**src/rtl/pipe_ctrl_pkg.sv**
```systemverilog
// Shared encodings for the pipeline hazard controller: FSM states, PC select
// codes and the saturating perf-counter helper.
package pipe_ctrl_pkg;

  typedef enum logic [1:0] {
    ST_RUN      = 2'b00,
    ST_STALL    = 2'b01,
    ST_REDIRECT = 2'b10,
    ST_EXC      = 2'b11
  } state_e;

  localparam logic [1:0] PCSEL_SEQ = 2'b00;
  localparam logic [1:0] PCSEL_BR  = 2'b01;
  localparam logic [1:0] PCSEL_JMP = 2'b10;
  localparam logic [1:0] PCSEL_EXC = 2'b11;

  localparam logic [15:0] PERF_MAX = 16'hFFFF;

  function automatic logic [15:0] sat_inc(input logic [15:0] v, input logic en);
    return (en && (v != PERF_MAX)) ? v + 16'd1 : v;
  endfunction

endpackage

```
**src/rtl/hazard_detect.sv**
```systemverilog
// Combinational hazard/resolution detection: load-use against the EX load,
// and control-flow resolution of the instruction in MEM.
module hazard_detect (
  input  logic [4:0] ID_Rs,
  input  logic [4:0] ID_Rt,
  input  logic       ID_UsesRt,
  input  logic [4:0] EX_Rw,
  input  logic       EX_RegWr,
  input  logic       EX_MemtoReg,
  input  logic       MEM_Branch,
  input  logic       MEM_Zero,
  input  logic       MEM_Jump,
  output logic       load_use,
  output logic       taken,
  output logic       is_jump
);

  logic w_rs_hit;
  logic w_rt_hit;

  assign w_rs_hit = (EX_Rw == ID_Rs);
  assign w_rt_hit = ID_UsesRt && (EX_Rw == ID_Rt);

  // $0 is never a real destination, so a load into it cannot create a hazard
  assign load_use = EX_RegWr && EX_MemtoReg && (EX_Rw != 5'd0) && (w_rs_hit || w_rt_hit);
  assign taken    = (MEM_Branch && MEM_Zero) || MEM_Jump;
  assign is_jump  = MEM_Jump;

endmodule

```
**src/rtl/pipe_hazard_ctrl.sv**
```systemverilog
// Pipeline hazard controller: stall / redirect / exception-drain FSM with
// registered control outputs. Optional perf counters under HAZARD_PERF_CNT_EN.
module pipe_hazard_ctrl
  import pipe_ctrl_pkg::*;
#(
  parameter int unsigned EXC_HOLD = 2
) (
  input  logic       Clk,
  input  logic       Clrn,
  input  logic [4:0] ID_Rs,
  input  logic [4:0] ID_Rt,
  input  logic       ID_UsesRt,
  input  logic [4:0] EX_Rw,
  input  logic       EX_RegWr,
  input  logic       EX_MemtoReg,
  input  logic       MEM_Branch,
  input  logic       MEM_Zero,
  input  logic       MEM_Jump,
  input  logic       MEM_Overflow,
  output logic       PC_Wr,
  output logic       IFID_Wr,
  output logic       IFID_Flush,
  output logic       IDEX_Flush,
  output logic       EXMEM_Flush,
  output logic       MEMWB_Flush,
  output logic [1:0] PC_Sel,
  output logic [1:0] State
`ifdef HAZARD_PERF_CNT_EN
  ,
  output logic [15:0] Stall_Cnt,
  output logic [15:0] Flush_Cnt
`endif
);

  localparam logic [3:0] CNT_LOAD = 4'(EXC_HOLD - 1);

  state_e     r_state;
  state_e     w_next;
  logic [3:0] r_cnt;
  logic [3:0] w_cnt_nxt;

  logic w_load_use;
  logic w_taken;
  logic w_is_jump;

  logic       r_pc_wr, r_ifid_wr;
  logic       r_ifid_fl, r_idex_fl, r_exmem_fl, r_memwb_fl;
  logic [1:0] r_pc_sel;

  logic       w_pc_wr, w_ifid_wr;
  logic       w_ifid_fl, w_idex_fl, w_exmem_fl, w_memwb_fl;
  logic [1:0] w_pc_sel;

  hazard_detect u_hazard_detect (
    .ID_Rs       (ID_Rs),
    .ID_Rt       (ID_Rt),
    .ID_UsesRt   (ID_UsesRt),
    .EX_Rw       (EX_Rw),
    .EX_RegWr    (EX_RegWr),
    .EX_MemtoReg (EX_MemtoReg),
    .MEM_Branch  (MEM_Branch),
    .MEM_Zero    (MEM_Zero),
    .MEM_Jump    (MEM_Jump),
    .load_use    (w_load_use),
    .taken       (w_taken),
    .is_jump     (w_is_jump)
  );

  always_comb begin
    w_next    = r_state;
    w_cnt_nxt = r_cnt;
    unique case (r_state)
      ST_RUN, ST_STALL: begin
        if (MEM_Overflow) begin
          w_next    = ST_EXC;
          w_cnt_nxt = CNT_LOAD;
        end else if (w_taken) begin
          w_next = ST_REDIRECT;
        end else if (w_load_use) begin
          w_next = ST_STALL;
        end else begin
          w_next = ST_RUN;
        end
      end
      // Everything sampled here belongs to instructions being flushed
      ST_REDIRECT: w_next = ST_RUN;
      ST_EXC: begin
        if (r_cnt == 4'd0) begin
          w_next = ST_RUN;
        end else begin
          w_cnt_nxt = r_cnt - 4'd1;
        end
      end
    endcase
  end

  // Outputs are decoded from the next state so they line up with State
  always_comb begin
    w_pc_wr    = 1'b1;
    w_ifid_wr  = 1'b1;
    w_ifid_fl  = 1'b0;
    w_idex_fl  = 1'b0;
    w_exmem_fl = 1'b0;
    w_memwb_fl = 1'b0;
    w_pc_sel   = PCSEL_SEQ;
    unique case (w_next)
      ST_RUN: ;
      ST_STALL: begin
        w_pc_wr   = 1'b0;
        w_ifid_wr = 1'b0;
        w_idex_fl = 1'b1;
      end
      ST_REDIRECT: begin
        w_ifid_fl  = 1'b1;
        w_idex_fl  = 1'b1;
        w_exmem_fl = 1'b1;
        w_pc_sel   = w_is_jump ? PCSEL_JMP : PCSEL_BR;
      end
      ST_EXC: begin
        w_pc_wr    = (r_state != ST_EXC);
        w_ifid_wr  = 1'b0;
        w_ifid_fl  = 1'b1;
        w_idex_fl  = 1'b1;
        w_exmem_fl = 1'b1;
        w_memwb_fl = 1'b1;
        w_pc_sel   = (r_state != ST_EXC) ? PCSEL_EXC : PCSEL_SEQ;
      end
    endcase
  end

  always_ff @(posedge Clk or negedge Clrn) begin
    if (!Clrn) begin
      r_state    <= ST_RUN;
      r_cnt      <= '0;
      r_pc_wr    <= 1'b1;
      r_ifid_wr  <= 1'b1;
      r_ifid_fl  <= 1'b0;
      r_idex_fl  <= 1'b0;
      r_exmem_fl <= 1'b0;
      r_memwb_fl <= 1'b0;
      r_pc_sel   <= PCSEL_SEQ;
    end else begin
      r_state    <= w_next;
      r_cnt      <= w_cnt_nxt;
      r_pc_wr    <= w_pc_wr;
      r_ifid_wr  <= w_ifid_wr;
      r_ifid_fl  <= w_ifid_fl;
      r_idex_fl  <= w_idex_fl;
      r_exmem_fl <= w_exmem_fl;
      r_memwb_fl <= w_memwb_fl;
      r_pc_sel   <= w_pc_sel;
    end
  end

  assign State       = r_state;
  assign PC_Wr       = r_pc_wr;
  assign IFID_Wr     = r_ifid_wr;
  assign IFID_Flush  = r_ifid_fl;
  assign IDEX_Flush  = r_idex_fl;
  assign EXMEM_Flush = r_exmem_fl;
  assign MEMWB_Flush = r_memwb_fl;
  assign PC_Sel      = r_pc_sel;

`ifdef HAZARD_PERF_CNT_EN
  logic [15:0] r_stall_cnt;
  logic [15:0] r_flush_cnt;
  logic        w_flush_entry;

  assign w_flush_entry = (w_next == ST_REDIRECT) || ((w_next == ST_EXC) && (r_state != ST_EXC));

  always_ff @(posedge Clk or negedge Clrn) begin
    if (!Clrn) begin
      r_stall_cnt <= '0;
      r_flush_cnt <= '0;
    end else begin
      r_stall_cnt <= sat_inc(r_stall_cnt, r_state == ST_STALL);
      r_flush_cnt <= sat_inc(r_flush_cnt, w_flush_entry);
    end
  end

  assign Stall_Cnt = r_stall_cnt;
  assign Flush_Cnt = r_flush_cnt;
`endif

endmodule

```
**config.mk**
```make
export PLATFORM = sky130hd
export DESIGN_NAME = pipe_hazard_ctrl
export DESIGN_NICKNAME = d
export VERILOG_FILES = /design/src/rtl/pipe_ctrl_pkg.sv /design/src/rtl/hazard_detect.sv /design/src/rtl/pipe_hazard_ctrl.sv
export SDC_FILE = /design/constraint.sdc
export NUM_CORES = 1
export LEC_CHECK = 0
export CAP_MARGIN = 20
export CORE_ASPECT_RATIO = 1.25
export CORE_MARGIN = 1.5
export CORE_UTILIZATION = 42
export DETAILED_ROUTE_END_ITERATION = 8
export PLACE_DENSITY = 0.83
export SYNTH_ARGS = -nofsm -noshare
export SYNTH_HDL_FRONTEND = slang
export SYNTH_SLANG_ARGS = --single-unit
```
**constraint.sdc**
```tcl
create_clock -name Clk -period 2.9 [get_ports Clk]
set_input_delay 0.58 -clock Clk [delete_from_list [all_inputs] [get_ports Clk]]
set_output_delay 0.58 -clock Clk [all_outputs]
set_load 0.02 [all_outputs]
```
Yosys cells after proc, flatten, opt, wreduce, memory -nomap -nowiden. Index checks and enable logic that the tools add are counted. W data, S select, Z words.

Flip-flop bits (word level): 13. Bits of input ports: 24. Output and inout bits: 10. Logic and storage cells: 52.

Reductions and logical operators: 16. Mux-type cells: 16. Equality and inequality tests: 11. $add $sub $neg: 1.

Operator list (count): $eq A5 B5 Y1 (2); $mux W2 (5); $eq A2 B2 Y1 const B (4); $mux W4 (2); $pmux W4 S2 (1); $ne A2 B2 Y1 const B (3); $pmux W2 S3 (1); $reduce_or A2 Y1 (3); $logic_and A1 B1 Y1 (5); $mux W1 (5); $reduce_bool A5 Y1 (1); $eq A2 B1 Y1 const B (2); $logic_not A4 Y1 (1); $pmux W2 S2 (1); $sub A4 B1 Y4 const B (1); $reduce_and A3 Y1 (1); $reduce_or A3 Y1 (1); $logic_not A2 Y1 (1); $logic_or A1 B1 Y1 (2); $pmux W1 S2 (1); $reduce_bool A2 Y1 (1).

Logic depth before layout (Yosys ltp).
Word-level depth: 11. Gate-level depth with buffers: 5. Depth with buffers taken out: 5.

Hierarchy. Synthesis repeated with hierarchy kept, for this count alone.

Cell total of the unflattened synthesis: 71. Area, all modules: 703.2 sq um.

By module, submodules not included: pipe_hazard_ctrl (area each 554.3 sq um, instances 1, cells an instance 52, sequential area each 302.8 sq um); hazard_detect (area each 148.9 sq um, instances 1, cells an instance 19, sequential area each 0.0 sq um).

Worst setup path after synthesis. No wires, ideal clock.

Kind: input port to flip-flop. Start: input EX_Rw[1]. End: register r_idex_fl (netlist: IDEX_Flush). Setup time: 0.118 ns. Path slack: 1.331 ns. Required time: 2.782 ns. Path buffers: 0. Stages: 4. Arrival time: 1.451 ns. Cell sequence: or4_4 o211ai_2 inv_2 a21o_1.

Word-level cells in the longest chain between the ends: 11. Elaborated cells between the ends (all ways): 16. Those cells by class: 5 x eq/ne; 5 x mux; 6 x reduce/logical.

Ends and longest elaborated chain: start, declared (RTL line pipe_hazard_ctrl.sv:13) `input logic [4:0] EX_Rw,`; $eq A5 B5 Y1 (RTL line hazard_detect.sv:22) `assign w_rt_hit = ID_UsesRt && (EX_Rw == ID_Rt);`; $logic_and A1 B1 Y1 (RTL line hazard_detect.sv:22); $logic_or A1 B1 Y1 (RTL line hazard_detect.sv:25) `assign load_use = EX_RegWr && EX_MemtoReg && (EX_Rw != 5'd0) && (w_rs_hit || w_rt_hit);`; $logic_and A1 B1 Y1 (*) (RTL line hazard_detect.sv:25); $mux W1 (*) (RTL line pipe_hazard_ctrl.sv:79) `end else if (w_load_use) begin`; $mux W2 (*) (RTL line pipe_hazard_ctrl.sv:77) `end else if (w_taken) begin`; $mux W2 (*) (RTL line pipe_hazard_ctrl.sv:74) `if (MEM_Overflow) begin`; $pmux W2 S3 (*) (RTL line pipe_hazard_ctrl.sv:72) `unique case (r_state)`; $eq A2 B2 Y1 / $eq A2 B1 Y1 (equally long branches) (RTL line pipe_hazard_ctrl.sv:106) `unique case (w_next)`; $reduce_or A3 Y1 (no source line) (*); $mux W1 (*) (RTL line pipe_hazard_ctrl.sv:106); net w_idex_fl (RTL line pipe_hazard_ctrl.sv:51) `logic w_ifid_fl, w_idex_fl, w_exmem_fl, w_memwb_fl;`; end signal, assigned (RTL line pipe_hazard_ctrl.sv:148) `r_idex_fl <= w_idex_fl;`; end, declared (RTL line pipe_hazard_ctrl.sv:47) `logic r_ifid_fl, r_idex_fl, r_exmem_fl, r_memwb_fl;`.

The timed path passes the listed nets; every way through them passes the cells marked *. A chain may end at the register's enable or synchronous reset.

Worst setup path in the final report.
Start: register r_state[1] (netlist: State[1]). End: output State[1].

RTL lines: start, declared (RTL line pipe_hazard_ctrl.sv:37) `state_e r_state;`; start signal, assigned (RTL line pipe_hazard_ctrl.sv:143) `r_state <= w_next;`; end, declared (RTL line pipe_hazard_ctrl.sv:27) `output logic [1:0] State`.

No word-level cell between the ends.

==> results by group <==
Run status
  • Status: completed

Placement
  • # port buffers: 33
  • Post-DP HPWL: 1350 µm
  • Worst slack at placement: 0.770 ns
  • Placed Cells incl. Taps: 117
  • Gpl congestion: 0.741

Setup path
  • Cells along the critical path: clkdlybuf4s50_1
  • CP Max Fanout: 10
  • Max incr delay on CP: 0.66 ns
  • FF-to-FF path depth: 4
  • Reg2Reg Capture Point: r_cnt[3]
  • CP endpoint kind: output port
  • Critical Path Slowest Stage Cell: clkdlybuf4s50_1
  • R2R Path Start: r_cnt[0]
  • Critical Path AT: 1.43 ns
  • Startpoint type of the worst setup path: register
  • Family with the most delay on the worst path: buffers and inverters
  • R2R Setup Slk: 1.52 ns
  • Crit path kind: reg -> out
  • Worst endpoint required time: 2.32 ns
  • Buf+Inv Stages, Crit Path: 1

Clocking
  • Root buffer cell: clkbuf_4
  • CTS Sinks: 13
  • Clock latency on the worst-skew pair: 0.27 ns
  • TritonCTS Buffers: 3
  • H-tree depth: 1
  • Clock-pin slew on the worst setup and hold paths: 0.07 ns
  • CTS resizes: 0
  • CTS Hold Buffers Added: 0
  • # Post-CTS Setup Buffers: 0
  • CTS tree: yes
  • Clock buffer depth: 2

Worst hold path
  • Worst Hold Class: reg -> reg
  • Worst Hold End: r_cnt[0]
  • Hold-critical path depth: 1
  • Hold path start: r_cnt[0]

GRT
  • GRT Total Usage: 0.188
  • Initial antenna violation count: 0
  • Vias in the first global route: 620
  • Largest net degree at the start of global routing: 14
  • Total gr overflow: 0
  • Global-route wire length before repair: 2380 µm

Power
  • Max VDD drop: 317 µV
  • PwrDens: 799 nW/µm²
  • Lkg Pwr: 0.439 nW

Synthesis
  • Post-synth EDFFs: 0
  • Synth top cells by count: dfrtp_1, xnor2_1, nor2_1
  • Largest cells by area after synthesis: dfrtp_1, xnor2_1, dfstp_2
  • Ys flop type: dfrtp_1
  • Syn Inst Count: 67
  • Synth area leader: dfrtp_1
  • Ys Warns: 0
  • Fraction of registers with async set/reset: 1.00
  • Mapped Avg Cell Area: 10.3 µm²
  • Post-Syn Nets: 92
  • Yosys cell types: 28
  • Mapped cell area: 688 µm²
  • Sequential-to-total area share from yosys stat: 0.476
  • Top cell type's share of synthesized area: 0.400
  • Synthesized flop and latch total: 13

Floorplanning
  • IO Pins: 34
  • Chip Height: 48.3 µm
  • Die Span X: 39.2 µm
  • # rows: 16
  • Area of the die: 1890 µm²
  • Starting density of the core: 0.446
  • CORE AREA: 1540 µm²

Timing
  • Final WS setup: 0.889 ns
  • Final slew viol count: 0
  • Worst-case hold slack: 0.537 ns
  • Final period util: 0.693
  • RSZ-0062 raised after global routing: false
  • Setup TNS: 0 ns
  • Min Tclk post-route: 2.01 ns
  • Count of final setup violators: 0
  • Max_slew headroom: 0.620
  • Max Freq: 497 MHz
  • Layout Skew: 0.000127 ns
  • Final Hold Violating Endpoints: 0
  • Worst Tran Pin Value: 0.569 ns

Routing
  • Via count: 612
  • Top Metal Used: met4
  • Routed wl met3: 69 µm
  • DR vias/cell: 5.06
  • Metal2 WL: 921 µm
  • Drt wl/cell: 12.7 µm
  • Routed length on met1: 519 µm
  • Final wirelength: 1530 µm
  • Drt drc: 0
  • Drt first-iter violations: 0
  • Final antenna-violating net count: 0
  • First drt pass iteration count: 1

Cells and area
  • Fin cells: 121
  • Layout area overhead: 54.0%
  • Antenna diodes: 0
  • FILL cells: 130
  • Fraction of layout cells with a size suffix above 1: 0.0971
  • Total Nets Final: 129
  • Final Core Density: 0.688

Run
  • Max Cap Viol: 0
[kinds of logic (layout without fill, tap and decap cells)]
kind of cell,after synthesis,count (layout),synth area share
AND/OR/NAND/NOR,20,20,0.151
AO/OA/AOI/OAI,16,16,0.169
flip-flops,13,13,0.476
XOR/XNOR,12,12,0.153
buffers and inverters,5,41,0.0327
adder cells (fa/ha/maj),1,1,0.0182
[sequential cells by signal (all words and copies together), names as in the netlist]
signal / flops
PC_Wr: 1
IFID_Wr: 1
EXMEM_Flush: 1
MEMWB_Flush: 1
State: 2
IDEX_Flush: 1
PC_Sel: 2
r_cnt: 4
[where the power goes]
part           leakage [nW]  internal [W]  total [W]  switching, W
clock network        0.0150     0.0000533   0.000108     0.0000550
registers             0.157      0.000263   0.000314     0.0000511
logic                 0.267      0.000208   0.000424      0.000216
total                 0.439      0.000524   0.000846      0.000322
[area by class of cell]
cell class / count / area [µm²] / area share
clock buffer: 4 / 26.3 / 0.0248
inverter: 4 / 15.0 / 0.0142
multi-input combinational: 49 / 338 / 0.319
sequential: 13 / 328 / 0.309
tap: 18 / 22.5 / 0.0213
timing repair buffer: 33 / 330 / 0.312
[stage by stage]
step                power, W  area [µm²]
floorplan           0.000542         688
CTS                 0.000854        1060
global placement    0.000723        1030
finish              0.000846        1060
detailed placement  0.000743        1030
global route        0.000897        1060
[how the worst max path moves through the flow]
stage	from	endpoint	slack, ns	cells after the start
finish	State[1]	State[1]	0.89	1
global route	State[1]	State[1]	0.82	1
CTS	State[1]	State[1]	0.88	1
detailed placement	EX_Rw[1]	State[0]	0.77	5
global placement	EX_Rw[1]	IDEX_Flush	0.81	5
floorplan	EX_Rw[1]	IDEX_Flush	1.33	4
[routing by layer]
metal	track usage	up-vias
li1	-	303
met1	0.181	281
met2	0.393	26
met3	0	2
met4	0.103	0
met5	0	-
[placed cells by master (no fill, tap or decap)]
cell type / count
clkdlybuf4s50_1: 33
dfrtp_1: 11
xnor2_1: 11
nor2_1: 6
a21oi_1: 4
nand2_1: 4
inv_1: 3
a21o_1: 3
clkbuf_4: 3
dfstp_2: 2
nand3_1: 2
nor2b_1: 2
o21ai_0: 2
or4_4: 1
and3b_1: 1
o211ai_2: 1
inv_2: 1
nand4_1: 1
o22ai_1: 1
nand2b_1: 1
a31oi_1: 1
a31oi_2: 1
o2111ai_1: 1
xor2_1: 1
o21ai_1: 1
nor3_1: 1
or3_1: 1
a211oi_2: 1
ha_1: 1
clkbuf_1: 1
Note: power is estimated with default switching activity, not from simulation.
